### config.mk
export PLATFORM = sky130hd
export DESIGN_NAME = pio_fifo_pair_flat
export DESIGN_NICKNAME = d
export VERILOG_FILES = /design/src/rtl/pio_fifo_pair_if.sv /design/src/rtl/pio_fifo_pair.sv /design/src/flat_wrapper.sv
export SDC_FILE = /design/constraint.sdc
export NUM_CORES = 1
export LEC_CHECK = 0
export ABC_CLOCK_PERIOD_IN_PS = 11500
export BUFFER_PORTS_ARGS = -buffer_cell sky130_fd_sc_hd__buf_2
export CORE_ASPECT_RATIO = 1.4
export CORE_MARGIN = 5
export CORE_UTILIZATION = 55
export DETAILED_ROUTE_END_ITERATION = 8
export GPL_TIMING_DRIVEN = 0
export HOLD_SLACK_MARGIN = 0.1
export MAX_ROUTING_LAYER = met4
export PLACE_DENSITY = 0.78
export SETUP_SLACK_MARGIN = 0.02
export SYNTH_ARGS = -nofsm -noshare
export SYNTH_HDL_FRONTEND = slang
export SYNTH_SLANG_ARGS = --single-unit
export TNS_END_PERCENT = 10
### constraint.sdc
create_clock -name clk -period 11.5 [get_ports clk]
set_input_delay 2.3 -clock clk [delete_from_list [all_inputs] [get_ports clk]]
set_output_delay 2.3 -clock clk [all_outputs]
set_load 0.02 [all_outputs]
### src/rtl/pio_fifo_pair_if.sv
// Bus bundle for pio_fifo_pair: TX/RX push/pop handshakes, status, sticky flags and control.
// Threshold signals exist only when PIO_FIFO_THRESH_EN is defined.
`timescale 1ns/1ps

interface pio_fifo_pair_if #(
    parameter int WIDTH = 32,
    parameter int DEPTH = 4
);
    localparam int CW = $clog2(2*DEPTH) + 1;

    // "join" is a reserved word, so the storage-sharing select is join_sel.
    logic [1:0]       join_sel;
    logic             flush;
    logic             err_clr;

    logic             tx_push;
    logic [WIDTH-1:0] tx_din;
    logic             tx_pop;
    logic [WIDTH-1:0] tx_dout;
    logic             tx_empty;
    logic             tx_full;
    logic [CW-1:0]    tx_count;

    logic             rx_push;
    logic [WIDTH-1:0] rx_din;
    logic             rx_pop;
    logic [WIDTH-1:0] rx_dout;
    logic             rx_empty;
    logic             rx_full;
    logic [CW-1:0]    rx_count;

    logic             tx_overflow;
    logic             tx_underflow;
    logic             rx_overflow;
    logic             rx_underflow;

`ifdef PIO_FIFO_THRESH_EN
    logic [CW-1:0]    tx_thresh;
    logic [CW-1:0]    rx_thresh;
    logic             tx_low;
    logic             rx_high;
`endif

    modport master (
        output join_sel, flush, err_clr,
        output tx_push, tx_din, tx_pop, rx_push, rx_din, rx_pop,
        input  tx_dout, tx_empty, tx_full, tx_count,
        input  rx_dout, rx_empty, rx_full, rx_count,
        input  tx_overflow, tx_underflow, rx_overflow, rx_underflow
`ifdef PIO_FIFO_THRESH_EN
        ,
        output tx_thresh, rx_thresh,
        input  tx_low, rx_high
`endif
    );

    modport slave (
        input  join_sel, flush, err_clr,
        input  tx_push, tx_din, tx_pop, rx_push, rx_din, rx_pop,
        output tx_dout, tx_empty, tx_full, tx_count,
        output rx_dout, rx_empty, rx_full, rx_count,
        output tx_overflow, tx_underflow, rx_overflow, rx_underflow
`ifdef PIO_FIFO_THRESH_EN
        ,
        input  tx_thresh, rx_thresh,
        output tx_low, rx_high
`endif
    );
endinterface

### src/rtl/pio_fifo_pair.sv
// TX/RX FIFO pair for one PIO state machine with join mode, sticky errors and flush.
// Optional threshold outputs (tx_low/rx_high) are built when PIO_FIFO_THRESH_EN is defined.
`timescale 1ns/1ps

module pio_fifo_pair #(
    parameter int WIDTH = 32,
    parameter int DEPTH = 4
) (
    input  logic           clk,
    input  logic           rst,
    pio_fifo_pair_if.slave bus
);
    localparam int AW = $clog2(2*DEPTH);
    localparam int CW = AW + 1;

    localparam logic [1:0] JOIN_NONE = 2'b00;
    localparam logic [1:0] JOIN_TX   = 2'b01;
    localparam logic [1:0] JOIN_RX   = 2'b10;

    localparam logic [CW-1:0] CAP_NONE = '0;
    localparam logic [CW-1:0] CAP_BANK = CW'(DEPTH);
    localparam logic [CW-1:0] CAP_JOIN = CW'(2*DEPTH);
    localparam logic [AW-1:0] BASE_B   = AW'(DEPTH);

    // Bank A is mem[0..DEPTH-1], bank B is mem[DEPTH..2*DEPTH-1]; a joined ring spans both.
    logic [WIDTH-1:0] mem [2*DEPTH];

    logic [1:0]    join_q,     join_d;
    logic [AW-1:0] tx_head_q,  tx_head_d;
    logic [AW-1:0] tx_tail_q,  tx_tail_d;
    logic [CW-1:0] tx_count_q, tx_count_d;
    logic [AW-1:0] rx_head_q,  rx_head_d;
    logic [AW-1:0] rx_tail_q,  rx_tail_d;
    logic [CW-1:0] rx_count_q, rx_count_d;
    logic          tx_ovf_q,   tx_ovf_d;
    logic          tx_udf_q,   tx_udf_d;
    logic          rx_ovf_q,   rx_ovf_d;
    logic          rx_udf_q,   rx_udf_d;

    logic [CW-1:0] tx_cap, rx_cap;
    logic [AW-1:0] rx_base;
    logic [AW-1:0] rx_waddr, rx_raddr;
    logic          tx_empty, tx_full, rx_empty, rx_full;
    logic          tx_pop_ok, tx_push_ok, rx_pop_ok, rx_push_ok;
    logic          reconfig, hold;
    logic          tx_we, rx_we;

    function automatic logic [AW-1:0] ptr_inc(input logic [AW-1:0] p, input logic [CW-1:0] cap);
        return ({1'b0, p} == cap - 1'b1) ? '0 : p + 1'b1;
    endfunction

    // Capacity and ring base of each direction follow the registered mode only.
    always_comb begin
        // NOTE: every combinational output gets a default first so no path leaves it unassigned (no latch).
        tx_cap  = CAP_BANK;
        rx_cap  = CAP_BANK;
        rx_base = BASE_B;
        case (join_q)
            JOIN_TX: begin
                tx_cap  = CAP_JOIN;
                rx_cap  = CAP_NONE;
                rx_base = '0;
            end
            JOIN_RX: begin
                tx_cap  = CAP_NONE;
                rx_cap  = CAP_JOIN;
                rx_base = '0;
            end
            default: ;
        endcase
    end

    assign rx_waddr = rx_base + rx_tail_q;
    assign rx_raddr = rx_base + rx_head_q;

    // A capacity-0 direction reads as both empty and full, so it rejects everything.
    assign tx_empty = (tx_count_q == '0);
    assign tx_full  = (tx_count_q == tx_cap);
    assign rx_empty = (rx_count_q == '0);
    assign rx_full  = (rx_count_q == rx_cap);

    assign tx_pop_ok  = bus.tx_pop & ~tx_empty;
    assign tx_push_ok = bus.tx_push & (~tx_full | tx_pop_ok);
    assign rx_pop_ok  = bus.rx_pop & ~rx_empty;
    assign rx_push_ok = bus.rx_push & (~rx_full | rx_pop_ok);

    // A mode change or flush clears both FIFOs and swallows that cycle's traffic.
    assign reconfig = (bus.join_sel != join_q);
    assign hold     = reconfig | bus.flush;
    assign tx_we    = tx_push_ok & ~hold;
    assign rx_we    = rx_push_ok & ~hold;

    always_comb begin
        join_d     = bus.join_sel;
        tx_head_d  = tx_head_q;
        tx_tail_d  = tx_tail_q;
        tx_count_d = tx_count_q;
        rx_head_d  = rx_head_q;
        rx_tail_d  = rx_tail_q;
        rx_count_d = rx_count_q;
        if (hold) begin
            tx_head_d  = '0;
            tx_tail_d  = '0;
            tx_count_d = '0;
            rx_head_d  = '0;
            rx_tail_d  = '0;
            rx_count_d = '0;
        end else begin
            if (tx_pop_ok)  tx_head_d = ptr_inc(tx_head_q, tx_cap);
            if (tx_push_ok) tx_tail_d = ptr_inc(tx_tail_q, tx_cap);
            tx_count_d = tx_count_q + CW'(tx_push_ok) - CW'(tx_pop_ok);
            if (rx_pop_ok)  rx_head_d = ptr_inc(rx_head_q, rx_cap);
            if (rx_push_ok) rx_tail_d = ptr_inc(rx_tail_q, rx_cap);
            rx_count_d = rx_count_q + CW'(rx_push_ok) - CW'(rx_pop_ok);
        end
    end

    // Sticky flags: a same-cycle error event beats err_clr.
    always_comb begin
        tx_ovf_d = (tx_ovf_q & ~bus.err_clr) | (~hold & bus.tx_push & ~tx_push_ok);
        tx_udf_d = (tx_udf_q & ~bus.err_clr) | (~hold & bus.tx_pop  & tx_empty);
        rx_ovf_d = (rx_ovf_q & ~bus.err_clr) | (~hold & bus.rx_push & ~rx_push_ok);
        rx_udf_d = (rx_udf_q & ~bus.err_clr) | (~hold & bus.rx_pop  & rx_empty);
    end

    // NOTE: sequential state uses non-blocking assignments so every register samples pre-edge values.
    always_ff @(posedge clk or posedge rst) begin
        if (rst) begin
            join_q     <= JOIN_NONE;
            tx_head_q  <= '0;
            tx_tail_q  <= '0;
            tx_count_q <= '0;
            rx_head_q  <= '0;
            rx_tail_q  <= '0;
            rx_count_q <= '0;
            tx_ovf_q   <= 1'b0;
            tx_udf_q   <= 1'b0;
            rx_ovf_q   <= 1'b0;
            rx_udf_q   <= 1'b0;
        end else begin
            join_q     <= join_d;
            tx_head_q  <= tx_head_d;
            tx_tail_q  <= tx_tail_d;
            tx_count_q <= tx_count_d;
            rx_head_q  <= rx_head_d;
            rx_tail_q  <= rx_tail_d;
            rx_count_q <= rx_count_d;
            tx_ovf_q   <= tx_ovf_d;
            tx_udf_q   <= tx_udf_d;
            rx_ovf_q   <= rx_ovf_d;
            rx_udf_q   <= rx_udf_d;
        end
    end

    // NOTE: storage is not reset; dout is gated by empty, so stale words are never visible.
    always_ff @(posedge clk) begin
        if (tx_we) mem[tx_tail_q] <= bus.tx_din;
        if (rx_we) mem[rx_waddr]  <= bus.rx_din;
    end

    assign bus.tx_dout      = tx_empty ? '0 : mem[tx_head_q];
    assign bus.rx_dout      = rx_empty ? '0 : mem[rx_raddr];
    assign bus.tx_empty     = tx_empty;
    assign bus.tx_full      = tx_full;
    assign bus.tx_count     = tx_count_q;
    assign bus.rx_empty     = rx_empty;
    assign bus.rx_full      = rx_full;
    assign bus.rx_count     = rx_count_q;
    assign bus.tx_overflow  = tx_ovf_q;
    assign bus.tx_underflow = tx_udf_q;
    assign bus.rx_overflow  = rx_ovf_q;
    assign bus.rx_underflow = rx_udf_q;

`ifdef PIO_FIFO_THRESH_EN
    assign bus.tx_low  = (tx_cap != CAP_NONE) && (tx_count_q <  bus.tx_thresh);
    assign bus.rx_high = (rx_cap != CAP_NONE) && (rx_count_q >= bus.rx_thresh);
`endif
endmodule
### src/flat_wrapper.sv
// flat-port wrapper written by rule: the top's interface ports become plain ports
module pio_fifo_pair_flat 
#(
    parameter int WIDTH = 32,
    parameter int DEPTH = 4
)
  (clk, rst, bus_join_sel, bus_flush, bus_err_clr, bus_tx_push, bus_tx_din, bus_tx_pop, bus_rx_push, bus_rx_din, bus_rx_pop, bus_tx_dout, bus_tx_empty, bus_tx_full, bus_tx_count, bus_rx_dout, bus_rx_empty, bus_rx_full, bus_rx_count, bus_tx_overflow, bus_tx_underflow, bus_rx_overflow, bus_rx_underflow);
  pio_fifo_pair_if #(.WIDTH(WIDTH), .DEPTH(DEPTH)) bus_i ();
  input  logic clk;
  input  logic rst;
  input wire logic [$bits(bus_i.join_sel)-1:0] bus_join_sel;
  input wire logic [$bits(bus_i.flush)-1:0] bus_flush;
  input wire logic [$bits(bus_i.err_clr)-1:0] bus_err_clr;
  input wire logic [$bits(bus_i.tx_push)-1:0] bus_tx_push;
  input wire logic [$bits(bus_i.tx_din)-1:0] bus_tx_din;
  input wire logic [$bits(bus_i.tx_pop)-1:0] bus_tx_pop;
  input wire logic [$bits(bus_i.rx_push)-1:0] bus_rx_push;
  input wire logic [$bits(bus_i.rx_din)-1:0] bus_rx_din;
  input wire logic [$bits(bus_i.rx_pop)-1:0] bus_rx_pop;
  output wire logic [$bits(bus_i.tx_dout)-1:0] bus_tx_dout;
  output wire logic [$bits(bus_i.tx_empty)-1:0] bus_tx_empty;
  output wire logic [$bits(bus_i.tx_full)-1:0] bus_tx_full;
  output wire logic [$bits(bus_i.tx_count)-1:0] bus_tx_count;
  output wire logic [$bits(bus_i.rx_dout)-1:0] bus_rx_dout;
  output wire logic [$bits(bus_i.rx_empty)-1:0] bus_rx_empty;
  output wire logic [$bits(bus_i.rx_full)-1:0] bus_rx_full;
  output wire logic [$bits(bus_i.rx_count)-1:0] bus_rx_count;
  output wire logic [$bits(bus_i.tx_overflow)-1:0] bus_tx_overflow;
  output wire logic [$bits(bus_i.tx_underflow)-1:0] bus_tx_underflow;
  output wire logic [$bits(bus_i.rx_overflow)-1:0] bus_rx_overflow;
  output wire logic [$bits(bus_i.rx_underflow)-1:0] bus_rx_underflow;
  assign bus_i.join_sel = bus_join_sel;
  assign bus_i.flush = bus_flush;
  assign bus_i.err_clr = bus_err_clr;
  assign bus_i.tx_push = bus_tx_push;
  assign bus_i.tx_din = bus_tx_din;
  assign bus_i.tx_pop = bus_tx_pop;
  assign bus_i.rx_push = bus_rx_push;
  assign bus_i.rx_din = bus_rx_din;
  assign bus_i.rx_pop = bus_rx_pop;
  assign bus_tx_dout = bus_i.tx_dout;
  assign bus_tx_empty = bus_i.tx_empty;
  assign bus_tx_full = bus_i.tx_full;
  assign bus_tx_count = bus_i.tx_count;
  assign bus_rx_dout = bus_i.rx_dout;
  assign bus_rx_empty = bus_i.rx_empty;
  assign bus_rx_full = bus_i.rx_full;
  assign bus_rx_count = bus_i.rx_count;
  assign bus_tx_overflow = bus_i.tx_overflow;
  assign bus_tx_underflow = bus_i.tx_underflow;
  assign bus_rx_overflow = bus_i.rx_overflow;
  assign bus_rx_underflow = bus_i.rx_underflow;
  pio_fifo_pair #(.WIDTH(WIDTH), .DEPTH(DEPTH)) u_core (.clk(clk), .rst(rst), .bus(bus_i));
endmodule
### Word level (Yosys, flattened, before mapping)

Memory sizes are Yosys's and may differ from the RTL's.
Index checks and enable logic that the tools add are counted.

* $add $sub $neg: 12
* $mul: 0
* divide/modulo/power cells: 0
* magnitude comparators: 0
* equality and inequality tests: 9
* shifts and indexed selects: 0
* multiplexer cells: 23
* bitwise gates (word level): 33
* reductions and logical operators: 7

Operator list (number)
* $mux 32: 2
* $mux 3: 13
* $and 1x1->1: 18
* $eq 3x4->1: 4
* $pmux 4 s2: 2
* $add 3x1->3 const B: 4
* $add 4x1->4: 2
* $eq 4x4->1: 2
* $logic_not 4->1: 2
* $mux 4: 2
* $not 1->1: 8
* $reduce_bool 2->1: 4
* $sub 4x1->4: 2
* $sub 4x1->4 const B: 2
* $or 1x1->1: 7
* $add 3x3->3: 2
* $mux 1: 4
* $eq 2x1->1 const B: 1
* $eq 2x2->1 const B: 1
* $ne 2x2->1: 1
* $reduce_or 2->1: 1

* register bits after elaboration: 26
* latch bits: 0
* bits in writable memories: 256
* ROM bits: 0
* input bits: 74
* output and inout port bits: 80
* logic and storage cells: 96
* memories kept: 1

Memory list
* u_core.mem: depth 8, width 32, rd ports 2, clocked after Yosys merged registers in 0, wr ports 2, line pio_fifo_pair.sv:26 `logic [WIDTH-1:0] mem [2*DEPTH];`

### Logic depth before layout (Yosys ltp)

* depth in word-level cells: 9
* mapped depth: 12
* mapped depth without buffers: 12

### Least setup slack after synthesis

No wires, ideal clock.

* kind: input -> register
* from: in bus_join_sel[1]
* to: mem u_core.mem[2][0], enable pin
* setup time: 0.511 ns
* arrival: 6.718 ns
* data required time: 10.989 ns
* slack: 4.271 ns
* cell stages on the path: 6
* buffers on the path: 2
* cell sequence: xor2_1 -> or3_1 -> buf_2 -> buf_6 -> a211o_1 -> o41ai_1

RTL lines
* start, declared: line flat_wrapper.sv:11 `input wire logic [$bits(bus_i.join_sel)-1:0] bus_join_sel;`
* end, declared: line pio_fifo_pair.sv:26

### Final worst setup path

* from: reg u_core.rx_count_q[2] (netlist: u_core.bus.rx_count[2])
* to: out bus_rx_dout[4]

* word-level cells in the longest chain between the ends: 2

Ends and longest elaborated chain
* start, declared: line pio_fifo_pair.sv:34 `logic [CW-1:0] rx_count_q, rx_count_d;`
* start signal, assigned: line pio_fifo_pair.sv:147 `rx_count_q <= rx_count_d;`
* $logic_not 4->1: line pio_fifo_pair.sv:79 `assign rx_empty = (rx_count_q == '0);`
* $mux 32: line pio_fifo_pair.sv:162 `assign bus.rx_dout = rx_empty ? '0 : mem[rx_raddr];`
* end, declared: line flat_wrapper.sv:24 `output wire logic [$bits(bus_i.rx_dout)-1:0] bus_rx_dout;`

Every way passes these cells.

==> impl_metrics.yaml <==
yosys:
  synth_top_area_share_pct: 46.5
  synth-compound-area-share_pct: 2.44
  yosys.area.top_type: "edfxtp_1"
  synthSimpleGateAreaFrac_pct: 4.84
  syn_avg_cell_area_um2: 15.6
  synth.area.top_cells: "edfxtp_1, mux4_2, mux2_2"
  yosys_most_used_dff: "edfxtp_1"
  synth_seq_area_share_pct: 50.4
  muxShareOfSynthArea_pct: 37.1
  ys_top_cells_by_count: "edfxtp_1, mux2_2, mux4_2"
  postSynthCellCount: 1062
  yosysMostFrequentCell: "edfxtp_1"
  synthAdderAreaFrac_pct: 1.45
  syn_nets: 1154
  synth_area_um2: 16500
  synth-xor-area-share_pct: 0.848
  synth-seq-cells: 282
  synth_edf_count: 256
  synth_top_family_by_area: "multiplexers"
  ys_types: 47
  async_flop_share_pct: 9.22
  yosysWarnings: 0
setup_path:
  reg2reg_depth: 10
  crit_slowest_cell: "nor3b_1"
  cp_max_fo: 10
  r2r-end: "u_core.mem[6][7]"
  worstSetupEndpointType: "primary output"
  startpoint_type: "flip-flop"
  crit_chain: "inv_1 -> ha_1 -> nor3b_1 -> clkbuf_1 -> a21oi_1 -> buf_2"
  arrival_ns: 3.41
  critPathKind: "reg -> out"
  critical-path-top-delay-family: "simple AND/OR/NAND/NOR gates"
  cpPeakStageDelay_ns: 1.09
  rr_startpoint: "u_core.join_q[0]"
  cp.required_ns: 9.20
  r2r_slack_ns: 7.80
  crit_buf_inv: 3
cts:
  clock-sinks: 282
  htree_num_levels: 1
  cts_setup_buffers: 0
  path_clk_slew_ns: 0.07
  clock_latency_ns: 0.56
  clockBufferDepth: 3
  cts-buffers-inserted: 28
  cts_hold_buffers: 0
  cts_root_buf: "clkbuf_16"
  cts_tree: "done"
  post_cts_resized: 0
floorplan:
  num_rows: 75
  io_pins: 154
  coreArea_um2: 29800
  dieArea_um2: 33700
  dieHeight_um: 215
  die_width_um: 157
  start_util_pct: 55.4
global_route:
  grt_use_total_pct: 28.4
  grt_pass1_wl_um: 69200
  grt_pass1_vias: 11500
  antenna_found_initial: 9
  grt_overflow: 0
  grt_start_max_net_pins: 27
worst_hold_path:
  hold_end: "u_core.bus.tx_underflow"
  min_path_type: "reg -> reg"
  worstHoldStart: "u_core.bus.tx_underflow"
  min_path_cells: 1
route:
  totalWireLength_um: 46300
  postRouteAntennaNets: 0
  wl_per_cell_um: 27.6
  drc_errors: 0
  vias: 10900
  firstDrtPassIters: 7
  vias_per_cell: 6.48
  drt_iter0_markers: 1170
sta:
  setup_viol: 0
  slew-limit-headroom_pct: 6.84
  hold_viol: 0
  skew_ns: 0.0196
  post-route-min-period_ns: 5.71
  period_share_pct: 49.6
  tightest_slew_ns: 1.39
  maxSlewViolCount: 0
  fmax_ghz: 0.175
  rsz0062_at_grt: "false"
  hold-worst-slack_ns: 0.496
final_layout:
  drive_gt1_share_pct: 47.0
  nets: 1355
  fin_area_um2: 19000
  final_cells: 1677
  areaGrowthSynthToFinish_pct: 14.9
placement:
  io_buffer_count: 153
  dpl_cell_area_um2: 18100
  hpwlAfterDp_um: 30700
  routabilityCongestion: 0.864
  dp_cells: 1618
run:
  drv_cap: 0
pwr:
  ir_worst_vdd_mv: 0.112
  leakagePower_nw: 6.62
  power.total_w: 0.00226
  p_per_area_nw_per_um2: 119
run_status:
  status: "finished, final reports clean"
stage by stage:
| stage | utilization, % | setup TNS, ns | worst slack (ns) |
|---|---|---|---|
| global route | 63.6 | 0 | 5.67 |
| CTS | 63.6 | 0 | 5.79 |
| global placement | 59.6 | -1.90 | -0.0642 |
| finish | 63.6 | 0 | 5.79 |
| detailed placement | 60.7 | 0 | 6.01 |
| floorplan | - | 0 | 4.27 |
worst reg2reg max path: cells and delay by family, from the launching register on:
kind | cells | cell delay [ns]
and+or+nand+nor | 1 | 0.20
buffers and inverters | 5 | 1.01
adders and majority gates | 1 | 0.27
DFF | 1 | 0.40
xor gates and xnor gates | 1 | 0.15
AOI/OAI and AO/OA | 2 | 1.38
kinds of logic (layout without fill, tap and decap cells):
| family | count (synthesis) | after routing |
|---|---|---|
| compound gates | 66 | 66 |
| xor+xnor | 16 | 16 |
| fa+ha+maj | 18 | 18 |
| buf+inv | 102 | 323 |
| flops | 282 | 282 |
| mux | 420 | 420 |
| other cells | 0 | 9 |
| simple gates | 158 | 158 |
layout make-up:
| cell class | instances | area (um2) |
|---|---|---|
| Timing Repair Buffer | 171 | 1000 |
| Fill cell | 2249 | 10900 |
| Clock buffer | 42 | 826 |
| Multi-Input combinational cell | 678 | 7800 |
| Buffer | 76 | 385 |
| Antenna cell | 9 | 22.5 |
| Sequential cell | 282 | 8340 |
| Tap cell | 385 | 482 |
| Clock inverter | 8 | 40.0 |
| Inverter | 26 | 97.6 |
worst max-delay path by stage:
stage / from / end / slack [ns] / depth (start not counted)
2_1_floorplan: bus_join_sel[1] / u_core.mem[2][0] / 4.27 / 6
3_3_place_gp: bus_join_sel[1] / u_core.mem[2][9] / -0.06 / 7
3_5_place_dp: bus_join_sel[1] / u_core.mem[6][7] / 6.01 / 10
4_1_cts: u_core.bus.rx_count[2] / bus_rx_dout[4] / 5.79 / 6
5_1_grt: u_core.bus.rx_count[2] / bus_rx_dout[4] / 5.67 / 6
6_report: u_core.bus.rx_count[2] / bus_rx_dout[4] / 5.79 / 6
registers in the layout, summed over array words and instances (netlist names), 2 cells and up:
name                 flops
u_core.rx_head_q         3
u_core.rx_tail_q         3
u_core.bus.tx_count      4
u_core.tx_head_q         3
u_core.join_q            2
u_core.tx_tail_q         3
u_core.mem             256
u_core.bus.rx_count      4
where the power goes:
part | leakage [nW] | internal (W) | switching, W
Clock | 0.427 | 0.000494 | 0.000394
Combinational | 3.53 | 0.0000939 | 0.000142
Sequential | 2.66 | 0.00113 | 0.00000487
cells in the final DEF (no fill, tap or decap), types with 5 or more instances in the layout:
cell type | Yosys | routed
nand2_1 | 70 | 70
clkbuf_16 | 0 | 30
dfrtp_1 | 26 | 26
xor2_1 | 8 | 8
ha_1 | 16 | 16
a21oi_1 | 40 | 40
nand3_1 | 7 | 7
mux2i_1 | 36 | 36
buf_1 | 13 | 13
nor2_1 | 47 | 47
diode_2 | 0 | 9
edfxtp_1 | 256 | 256
mux2_1 | 46 | 46
mux4_2 | 128 | 128
inv_1 | 26 | 26
buf_6 | 4 | 5
mux2_2 | 210 | 210
clkbuf_1 | 27 | 36
buf_2 | 20 | 173
buf_4 | 12 | 23
xnor2_1 | 8 | 8
layer usage:
metal  up-vias  GRT usage, %  part of all wire, %
li1       4648             -                    -
met1      5475          34.3                   35
met2       606          47.6                   52
met3       139          4.85                  9.8
met4         0          11.1                  4.0
met5         -             -                    0
Note: power is estimated with default switching activity, not from simulation.
